==> src/rtl/mem_ctrl_pkg.sv <==
// mem_ctrl_pkg
//   Shared types and constants for the byte-serial memory controller.
//   - state_e   : sequencer states (idle, fetch read, load read, store write)
//   - grant_e   : which requester was served last (round-robin memory)
//   - F3_*      : funct3 access-size codes used by loads and stores
//   - xfer_bytes: funct3 -> number of byte accesses (1, 2 or 4)
package mem_ctrl_pkg;

  typedef enum logic [1:0] {
    ST_IDLE   = 2'd0,
    ST_IF_RD  = 2'd1,
    ST_MEM_RD = 2'd2,
    ST_MEM_WR = 2'd3
  } state_e;

  typedef enum logic {
    GRANT_IF  = 1'b0,
    GRANT_MEM = 1'b1
  } grant_e;

  localparam logic [31:0] ZERO_WORD = 32'h0000_0000;

  // Loads
  localparam logic [2:0] F3_LB  = 3'b000;
  localparam logic [2:0] F3_LH  = 3'b001;
  localparam logic [2:0] F3_LW  = 3'b010;
  localparam logic [2:0] F3_LBU = 3'b100;
  localparam logic [2:0] F3_LHU = 3'b101;
  // Stores share the low two bits with the loads
  localparam logic [2:0] F3_SB  = 3'b000;
  localparam logic [2:0] F3_SH  = 3'b001;
  localparam logic [2:0] F3_SW  = 3'b010;

  // Only the low two funct3 bits select the width; bit 2 is the unsigned flag.
  function automatic logic [2:0] xfer_bytes(input logic [2:0] f3);
    case (f3[1:0])
      2'b00:   xfer_bytes = 3'd1;
      2'b01:   xfer_bytes = 3'd2;
      default: xfer_bytes = 3'd4;
    endcase
  endfunction

endpackage

==> src/rtl/mem_load_ext.sv <==
// mem_load_ext
//   Combinational load extender: takes the little-endian assembled word and
//   the load funct3 and produces the architecturally visible load result.
//   Ports:
//     word  in  32  assembled bytes (byte 0 in [7:0])
//     size  in  3   funct3 of the load
//     rdata out 32  sign/zero-extended result
module mem_load_ext
  import mem_ctrl_pkg::*;
(
  input  logic [31:0] word,
  input  logic [2:0]  size,
  output logic [31:0] rdata
);

  always_comb begin
    case (size)
      F3_LB:   rdata = {{24{word[7]}}, word[7:0]};
      F3_LH:   rdata = {{16{word[15]}}, word[15:0]};
      F3_LBU:  rdata = {24'h000000, word[7:0]};
      F3_LHU:  rdata = {16'h0000, word[15:0]};
      default: rdata = word;
    endcase
  end

endmodule

==> src/rtl/mem_ctrl.sv <==
// mem_ctrl
//   Shares one byte-wide synchronous RAM port between instruction fetch and
//   the MEM stage. Each request is split into 1/2/4 byte accesses; read bytes
//   are assembled little-endian and extended, writes emit one byte per cycle.
//   Ports:
//     clk_in, rst_in (async, active-high), rdy_in (0 = global stall)
//     if_req/if_addr/if_flush  -> if_done/if_data     instruction fetch side
//     mem_req/mem_wr/mem_size/mem_addr/mem_wdata -> mem_done/mem_rdata
//     ram_din (1-cycle read latency) / ram_dout / ram_addr / ram_wr
module mem_ctrl
  import mem_ctrl_pkg::*;
#(
  parameter int ADDR_WIDTH = 32
) (
  input  logic                  clk_in,
  input  logic                  rst_in,
  input  logic                  rdy_in,
  input  logic                  if_req,
  input  logic [ADDR_WIDTH-1:0] if_addr,
  input  logic                  if_flush,
  output logic                  if_done,
  output logic [31:0]           if_data,
  input  logic                  mem_req,
  input  logic                  mem_wr,
  input  logic [2:0]            mem_size,
  input  logic [ADDR_WIDTH-1:0] mem_addr,
  input  logic [31:0]           mem_wdata,
  output logic                  mem_done,
  output logic [31:0]           mem_rdata,
  input  logic [7:0]            ram_din,
  output logic [7:0]            ram_dout,
  output logic [ADDR_WIDTH-1:0] ram_addr,
  output logic                  ram_wr
);

  state_e                state_q, state_d;
  grant_e                last_grant_q, last_grant_d;
  logic [2:0]            cnt_q, cnt_d;
  logic [2:0]            size_q, size_d;
  logic [31:0]           wdata_q, wdata_d;
  logic [31:0]           word_q, word_d;
  logic [7:0]            hold_byte_q, hold_byte_d;
  logic                  hold_vld_q, hold_vld_d;
  logic                  stall_q, stall_d;
  logic                  if_done_q, if_done_d;
  logic [31:0]           if_data_q, if_data_d;
  logic                  mem_done_q, mem_done_d;
  logic [31:0]           mem_rdata_q, mem_rdata_d;
  logic [ADDR_WIDTH-1:0] ram_addr_q, ram_addr_d;
  logic [7:0]            ram_dout_q, ram_dout_d;
  logic                  ram_wr_q, ram_wr_d;

  logic [2:0]  n_bytes;
  logic [7:0]  rd_byte;
  logic [31:0] word_asm;
  logic [31:0] ext_word;
  logic        is_read;
  logic        grant_if, grant_mem;

  assign n_bytes = xfer_bytes(size_q);
  assign is_read = (state_q == ST_IF_RD) || (state_q == ST_MEM_RD);

  // The byte that was in flight when a stall began is parked in hold_byte;
  // the frozen ram_addr then re-presents the next read once rdy_in returns,
  // so a stall of S cycles delays completion by exactly S cycles.
  assign rd_byte = hold_vld_q ? hold_byte_q : ram_din;

  // In read cycle cnt (cnt >= 1) the RAM returns byte cnt-1.
  always_comb begin
    word_asm = word_q;
    for (int b = 0; b < 4; b++) begin
      if (cnt_q == 3'(b + 1)) word_asm[8*b +: 8] = rd_byte;
    end
  end

  mem_load_ext u_load_ext (
    .word  (word_asm),
    .size  (size_q),
    .rdata (ext_word)
  );

  always_comb begin
    state_d      = state_q;
    last_grant_d = last_grant_q;
    cnt_d        = cnt_q;
    size_d       = size_q;
    wdata_d      = wdata_q;
    word_d       = word_q;
    hold_byte_d  = hold_byte_q;
    hold_vld_d   = hold_vld_q;
    stall_d      = ~rdy_in;
    if_done_d    = if_done_q;
    if_data_d    = if_data_q;
    mem_done_d   = mem_done_q;
    mem_rdata_d  = mem_rdata_q;
    ram_addr_d   = ram_addr_q;
    ram_dout_d   = ram_dout_q;
    ram_wr_d     = ram_wr_q;
    grant_if     = 1'b0;
    grant_mem    = 1'b0;

    if (!rdy_in) begin
      // Everything freezes; only catch the byte answering the last active cycle.
      if (is_read && cnt_q != 3'd0 && !stall_q) begin
        hold_byte_d = ram_din;
        hold_vld_d  = 1'b1;
      end
    end else begin
      if_done_d  = 1'b0;
      mem_done_d = 1'b0;
      hold_vld_d = 1'b0;

      case (state_q)
        ST_IDLE: begin
          // A done pulse means the requester has not yet dropped its request.
          if (!if_done_q && !mem_done_q) begin
            if (mem_req && if_req && !if_flush) grant_mem = (last_grant_q == GRANT_IF);
            else                                grant_mem = mem_req;
            grant_if = if_req && !if_flush && !grant_mem;
          end
          if (grant_mem) begin
            state_d      = mem_wr ? ST_MEM_WR : ST_MEM_RD;
            last_grant_d = GRANT_MEM;
            cnt_d        = 3'd0;
            size_d       = mem_size;
            wdata_d      = mem_wdata;
            word_d       = ZERO_WORD;
            ram_addr_d   = mem_addr;
            ram_dout_d   = mem_wr ? mem_wdata[7:0] : ram_dout_q;
            ram_wr_d     = mem_wr;
          end else if (grant_if) begin
            state_d      = ST_IF_RD;
            last_grant_d = GRANT_IF;
            cnt_d        = 3'd0;
            size_d       = F3_LW;
            word_d       = ZERO_WORD;
            ram_addr_d   = if_addr;
          end
        end

        ST_IF_RD, ST_MEM_RD: begin
          if (state_q == ST_IF_RD && if_flush) begin
            state_d = ST_IDLE;
            cnt_d   = 3'd0;
          end else begin
            word_d = word_asm;
            if (cnt_q == n_bytes) begin
              state_d = ST_IDLE;
              cnt_d   = 3'd0;
              if (state_q == ST_IF_RD) begin
                if_done_d = 1'b1;
                if_data_d = word_asm;
              end else begin
                mem_done_d  = 1'b1;
                mem_rdata_d = ext_word;
              end
            end else begin
              cnt_d = cnt_q + 3'd1;
              // The last address stays on the bus while its data comes back.
              if (cnt_q + 3'd1 < n_bytes) ram_addr_d = ram_addr_q + ADDR_WIDTH'(1);
            end
          end
        end

        ST_MEM_WR: begin
          if (cnt_q == n_bytes - 3'd1) begin
            state_d    = ST_IDLE;
            cnt_d      = 3'd0;
            ram_wr_d   = 1'b0;
            mem_done_d = 1'b1;
          end else begin
            cnt_d      = cnt_q + 3'd1;
            ram_addr_d = ram_addr_q + ADDR_WIDTH'(1);
            for (int b = 0; b < 4; b++) begin
              if (cnt_q + 3'd1 == 3'(b)) ram_dout_d = wdata_q[8*b +: 8];
            end
          end
        end

        default: state_d = ST_IDLE;
      endcase
    end
  end

  always_ff @(posedge clk_in or posedge rst_in) begin
    if (rst_in) begin
      state_q      <= ST_IDLE;
      last_grant_q <= GRANT_IF;
      cnt_q        <= 3'd0;
      size_q       <= 3'd0;
      wdata_q      <= ZERO_WORD;
      word_q       <= ZERO_WORD;
      hold_byte_q  <= 8'h00;
      hold_vld_q   <= 1'b0;
      stall_q      <= 1'b0;
      if_done_q    <= 1'b0;
      if_data_q    <= ZERO_WORD;
      mem_done_q   <= 1'b0;
      mem_rdata_q  <= ZERO_WORD;
      ram_addr_q   <= '0;
      ram_dout_q   <= 8'h00;
      ram_wr_q     <= 1'b0;
    end else begin
      state_q      <= state_d;
      last_grant_q <= last_grant_d;
      cnt_q        <= cnt_d;
      size_q       <= size_d;
      wdata_q      <= wdata_d;
      word_q       <= word_d;
      hold_byte_q  <= hold_byte_d;
      hold_vld_q   <= hold_vld_d;
      stall_q      <= stall_d;
      if_done_q    <= if_done_d;
      if_data_q    <= if_data_d;
      mem_done_q   <= mem_done_d;
      mem_rdata_q  <= mem_rdata_d;
      ram_addr_q   <= ram_addr_d;
      ram_dout_q   <= ram_dout_d;
      ram_wr_q     <= ram_wr_d;
    end
  end

  assign if_done   = if_done_q;
  assign if_data   = if_data_q;
  assign mem_done  = mem_done_q;
  assign mem_rdata = mem_rdata_q;
  assign ram_addr  = ram_addr_q;
  assign ram_dout  = ram_dout_q;
  // A stalled write cycle must not reach the RAM; it is replayed on resume.
  assign ram_wr    = ram_wr_q & rdy_in;

endmodule

==> config.mk <==
export PLATFORM = sky130hd
export DESIGN_NAME = mem_ctrl
export DESIGN_NICKNAME = d
export VERILOG_FILES = /design/src/rtl/mem_ctrl_pkg.sv /design/src/rtl/mem_load_ext.sv /design/src/rtl/mem_ctrl.sv
export SDC_FILE = /design/constraint.sdc
export NUM_CORES = 1
export LEC_CHECK = 0
export BUFFER_PORTS_ARGS = -buffer_cell sky130_fd_sc_hd__buf_2
export CORE_MARGIN = 2
export CORE_UTILIZATION = 57
export CTS_BUF_LIST = sky130_fd_sc_hd__clkbuf_4
export DETAILED_ROUTE_END_ITERATION = 7
export PLACE_DENSITY = 0.92
export SYNTH_ARGS = -nofsm -noshare
export SYNTH_HDL_FRONTEND = slang
export SYNTH_HIERARCHICAL = 1
export SYNTH_SLANG_ARGS = --single-unit
==> constraint.sdc <==
create_clock -name clk_in -period 6.5 [get_ports clk_in]
set_input_delay 0.65 -clock clk_in [delete_from_list [all_inputs] [get_ports clk_in]]
set_output_delay 0.65 -clock clk_in [all_outputs]
set_load 0.02 [all_outputs]
## Word level (Yosys, flattened, before mapping)

Cells that the tools add are included.
Widths: inputs -> output; s select.

- Logic and storage cells: 153
- Bits of input ports: 114
- Output and inout port bits: 107
- Bits in registers: 190

- Magnitude comparators: 1
- Mux-type cells: 67
- Reductions and logical operators: 35
- Add/sub/neg operators: 3
- Equality and inequality tests: 26
- Bitwise logic cells: 5

Operator list:

| operator | count |
|---|---|
| $mux 32 | 9 |
| $pmux 32 s4 | 1 |
| $mux 8 | 12 |
| $pmux 32 s3 | 1 |
| $pmux 32 s2 | 1 |
| $add 32x1->32 const B | 1 |
| $mux 1 | 25 |
| $mux 3 | 7 |
| $pmux 8 s2 | 1 |
| $ne 2x2->1 const B | 7 |
| $eq 3x2->1 const B | 4 |
| $reduce_and 4->1 | 3 |
| $reduce_and 6->1 | 2 |
| $mux 2 | 5 |
| $reduce_and 5->1 | 2 |
| $eq 3x1->1 const B | 3 |
| $eq 3x3->1 const B | 3 |
| $pmux 3 s3 | 1 |
| $logic_and 1x1->1 | 8 |
| $reduce_bool 2->1 | 4 |
| $eq 3x3->1 | 2 |
| $logic_not 3->1 | 2 |
| $ne 3x3->1 const B | 2 |
| $pmux 2 s3 | 1 |
| other kinds (17) | 30 |

## Longest topological paths before layout

- Word-level depth: 14
- Gate-level depth with buffers: 12
- Mapped depth without buffers: 9

## Cells and area by module

The synthesis kept the hierarchy.

By module, submodules not included:

| module | area each (um2) | sequential area each (um2) | instances | cells each |
|---|---|---|---|---|
| mem_ctrl | 9574.2 | 4754.6 | 1 | 891 |
| mem_load_ext | 355.3 | 0.0 | 1 | 67 |

## Worst setup path after synthesis

Ideal clock, no wire load.

- Path type: register to register
- From: register cnt_q[0]
- To: register ram_addr_q[24] (netlist: ram_addr[24])
- Stages on the path, launching flop included: 13
- Clock period less this slack: 2.710 ns
- Setup time: 0.123 ns
- Data required time: 6.377 ns
- Buffers on the path: 3
- Arrival: 2.587 ns
- Setup slack: 3.790 ns
- Path through: dfrtp_1 > ha_1 > ha_1 > clkbuf_1 > inv_1 > ha_1 > o21a_1 > o31ai_4 > buf_4 > nand3_2 > buf_6 > o22ai_1 > nor3_2

- Word-level cells in the longest chain between the ends: 4
- Elaborated cells on any way between the ends: 8
- Classes of those cells: add/sub: 1; order compare: 1; eq/ne: 5; reduce/logical: 1

Ends and longest elaborated chain:

| what | line | source |
|---|---|---|
| start, declared | mem_ctrl.sv:38 | `logic [2:0] cnt_q, cnt_d;` |
| start signal, assigned | mem_ctrl.sv:206 | `cnt_q <= cnt_d;` |
| $add 3x1->3 | mem_ctrl.sv:160 | `if (cnt_q + 3'd1 < n_bytes) ram_addr_d = ram_addr_q + ADDR_WIDTH'(1);` |
| $lt 3x3->1 | mem_ctrl.sv:160 |  |
| $ne 2x2->1 (no line) | - |  |
| $reduce_and 6->1 (no line) (*) | - |  |
| end signal, assigned | mem_ctrl.sv:217 | `ram_addr_q <= ram_addr_d;` |
| end, declared | mem_ctrl.sv:49 | `logic [ADDR_WIDTH-1:0] ram_addr_q, ram_addr_d;` |

Every way passes the cells marked *; elsewhere a longest branch is shown, timed or not.
A chain may end at the register's enable or synchronous reset.

## Final worst setup path

- From: register size_q[1]
- To: register ram_addr_q[28] (netlist: ram_addr[28])

- Word-level cells in the longest chain between the ends: 6
- Elaborated cells on any way between the ends: 11
- Classes of those cells: add/sub: 1; order compare: 1; eq/ne: 6; mux: 1; reduce/logical: 2

Ends and longest elaborated chain:

| what | line | source |
|---|---|---|
| start, declared | mem_ctrl.sv:39 | `logic [2:0] size_q, size_d;` |
| start signal, assigned | mem_ctrl.sv:207 | `size_q <= size_d;` |
| $eq 2x1->1 / $logic_not 2->1 (equally long branches) | mem_ctrl_pkg.sv:36 | `case (f3[1:0])` |
| $pmux 3 s2 (*) | mem_ctrl_pkg.sv:36 |  |
| $sub 3x1->3 | mem_ctrl.sv:166 | `if (cnt_q == n_bytes - 3'd1) begin` |
| $eq 3x3->1 | mem_ctrl.sv:166 |  |
| $ne 2x2->1 (no line) | - |  |
| $reduce_and 6->1 (no line) (*) | - |  |

Marked as above.

==> summary.md <==
| Metric | Value |
|---|---|
| Status | `completed` |
| CTS buffer count | `17` |
| Crit-path max FO | `34` |
| Max Fclk | `roughly 260 MHz` |
| Tot GR Track Use | `between 20% and 30%` |
| Clock tree buffer depth | `2` |
| CTS tree | `built` |
| Minimum clock period | `approximately 3.9 ns` |
| WP buf/inv | `1` |
| Cell accounting for the most synthesized area | `dfrtp_1` |
| Share of cells above drive strength 1 | `35.7%` |
| Initial antenna violation count | `3` |
| Critical-path cell list | `inv_1 > nand2_1 > ha_1 > nor2b_1 > o21a_1 > o31ai_4 > nand2_2 > or4_1 > o211ai_1` |
| 1st-pass router iterations | `5` |
| Syn-to-layout area delta | `13.0%` |
| Final WL | `24500 um` |
| PwrDens | `421 mW/mm^2` |
| Ports | `between 200 and 250` |
| 1st-iter DRT viols | `between 700 and 800` |
| Post-CTS Setup Bufs | `0` |
| CP arrival | `4.41 ns` |
| Routed Antenna Nets | `0` |
| CP max stage delay | `approximately 1.0 ns` |
| Proportion of netlist area held by the largest area contributor | `around 48%` |
| Synth Cell Area | `around 0.01 mm^2` |
| Synth Net Count | `1086` |
| Final number of max-transition violations | `0` |
| Post-synth ARST share | `100%` |
| Crit path max-delay family | `simple AND/OR/NAND/NOR gates` |
| Remaining Overflow, GRT | `0` |
| Crit start category | `flip-flop` |
| Hold crit path type | `in2async` |
| Crit path depth | `9` |
| Die Height | `approximately 140 um` |
| DR vias/cell | `~6.0` |
| VDD IR max | `between 0.2 and 0.3 mV` |
| Port Buffer Count | `220` |
| Kind of critical path | `reg2reg` |
| Most frequent cells in the layout | `buf_2 (220), dfrtp_1 (190), nand2_1 (139)` |
| Chip Width | `roughly 140 um` |
| Max_cap viols | `0` |
| Reg2reg start | `size_q[1]` |
| CP Launch Point | `size_q[1]` |
| Clock-pin slew of the registers on the worst-case setup and hold paths | `between 0.1 and 0.15 ns` |
| R2R Setup Slk | `2.58 ns` |
| Tcrit/Tclk final | `between 60 and 70%` |
| Worst-path cell with the longest stage delay | `dfrtp_1` |
| CTS H-tree lvls | `4` |
| Worst Setup EP | `ram_addr[28]` |
| # nets final | `approximately 1300` |
| R2R depth | `9` |
| Final HPWL DP | `17100 um` |
| First-pass GRT wire length | `roughly 39000 um` |
| Clk sink count | `190` |
| Max-slew headroom | `between 20% and 30%` |
| Synth unique cells | `76` |
| DRC Markers | `0` |
| Synth area leaders | `dfrtp_1 (48%), mux2_2 (15%), nand2_1 (5.3%)` |
| Synthesized instance count | `958` |
| Clock Skews | `roughly 0.017 ns` |
| Largest net degree at the start of global routing | `109` |
| Sequential-to-total area share from yosys stat | `47.9%` |
| P_leak | `approximately 5.4 nW` |
| # setup viols final | `0` |
| R2R Path End | `ram_addr[28]` |
| CTS resizes | `0` |
| Post-CTS Hold Buffers | `0` |
| Number of global-route vias before repair | `7708` |
| Fin Setup TNS | `0 ns` |
| Die area | `0.0185 mm^2` |
| Clk root buf | `clkbuf_4` |
| Most common cell after layout, fill and taps aside | `buf_2` |
| Number of core rows | `48` |
| CP Data Required Time | `7.00 ns` |
| Yosys warns | `6` |
| RSZ-0062 raised after global routing | `false` |
| Clk_lat worst skew | `approximately 0.59 ns` |
| RD Place Congestion | `0.913` |
| Hold Slack | `approximately 0.15 ns` |
| Core area | `around 0.017 mm^2` |
| Drt wl/cell | `17.9 um` |
| Ys flop type | `dfrtp_1` |
| Number of synthesized register bits | `190` |
| Hold Fails Final Rpt | `0` |
| Post-synth EDFFs | `0` |
| DR vias | `~8200` |
| Worst-Margin Slew | `roughly 1.1 ns` |
| Critical Path Sink Type | `flip-flop` |
| Syn avg cell area | `roughly 10 um^2` |
| Initial core utilization | `~58%` |
-- how the worst min path moves through the flow --
stage,endpoint,slack [ns],cells after the start
3_3_place_gp,word_q[3],0.46,2
6_report,if_data[20],0.15,2
4_1_cts,mem_rdata[22],0.18,2
3_5_place_dp,last_grant_q,0.47,2
2_1_floorplan,last_grant_q,0.45,2
5_1_grt,mem_rdata[22],0.20,2
-- cell families (layout without fill, tap and decap cells) --
kind of cell | after synthesis | after routing | synth area share [%]
flip-flops | 190 | 190 | 47.9
XOR/XNOR | 2 | 2 | 0.176
AO/OA/AOI/OAI | 222 | 222 | 14.4
AND/OR/NAND/NOR | 276 | 276 | 13.1
multiplexers | 162 | 162 | 18.0
buffers and inverters | 92 | 276 | 4.62
other | 0 | 4 | 0
adder cells (fa/ha/maj) | 14 | 14 | 1.76
-- per-layer routing --
layer,part of all wire (%),vias to the layer above,track usage [%]
met3,6.7,59,5.07
met1,43,4025,35.9
met2,48,365,42.6
met5,0,-,0
li1,-,3792,-
met4,2.3,0,10.2
-- cell usage after synthesis (3+ instances only) --
cell and count:
and3_1 6, inv_1 18, a21o_1 8, o211ai_1 5
nor3_1 11, mux2i_1 31, nand4_1 12, mux2_2 130
nor4_1 6, nand2_1 139, dfrtp_1 190, nor3_2 4
buf_4 12, o21ai_0 101, o21ai_1 4, buf_6 5
and2_1 4, o22ai_1 18, a31oi_1 4, nand3_1 20
ha_1 14, a32o_1 4, clkbuf_1 30, or2_2 3
nor2_1 43, buf_2 24, a21oi_1 25, a22oi_1 6
a211o_1 7, nor2b_1 5, a221oi_1 8, o2bb2ai_1 4
-- through the flow --
stage	utilization [%]	instance area (um^2)	total power [W]	worst slack, ns	std cells
after floorplan	-	9930	0.00360	0.680	958
after global placement	64.0	11000	0.00406	2.85	1337
after detailed placement	64.0	11000	0.00417	2.71	1337
after CTS	65.2	11200	0.00471	2.66	1367
after global routing	65.3	11200	0.00503	2.32	1369
final	65.3	11200	0.00473	2.58	1371
-- state kept, by name, summed over array words and instances (netlist names) --
| register | flops |
|---|---|
| last_grant_q | 1 |
| hold_byte_q | 8 |
| hold_vld_q | 1 |
| wdata_q | 32 |
| cnt_q | 3 |
| mem_done | 1 |
| ram_dout | 8 |
| if_done | 1 |
| word_q | 32 |
| ram_wr_q | 1 |
| ram_addr | 32 |
| size_q | 3 |
| if_data | 32 |
| state_q | 2 |
| mem_rdata | 32 |
| stall_q | 1 |
-- cell type report --
| class | instances | area (um^2) |
|---|---|---|
| Fill cell | 1324 | 5960 |
| Sequential cell | 190 | 4750 |
| Multi-Input combinational cell | 676 | 4730 |
| Timing Repair Buffer | 226 | 1150 |
| Tap cell | 225 | 282 |
| Clock buffer | 19 | 143 |
| Inverter | 20 | 82.6 |
| Clock inverter | 11 | 72.6 |
| Antenna cell | 4 | 10.0 |
-- report_power, final --
| part | internal, W | switching (W) |
|---|---|---|
| Sequential | 0.00157 | 0.000358 |
| Clock | 0.000153 | 0.000395 |
| Combinational | 0.000871 | 0.00138 |
No activity file was read; power rests on OpenSTA's default activity.
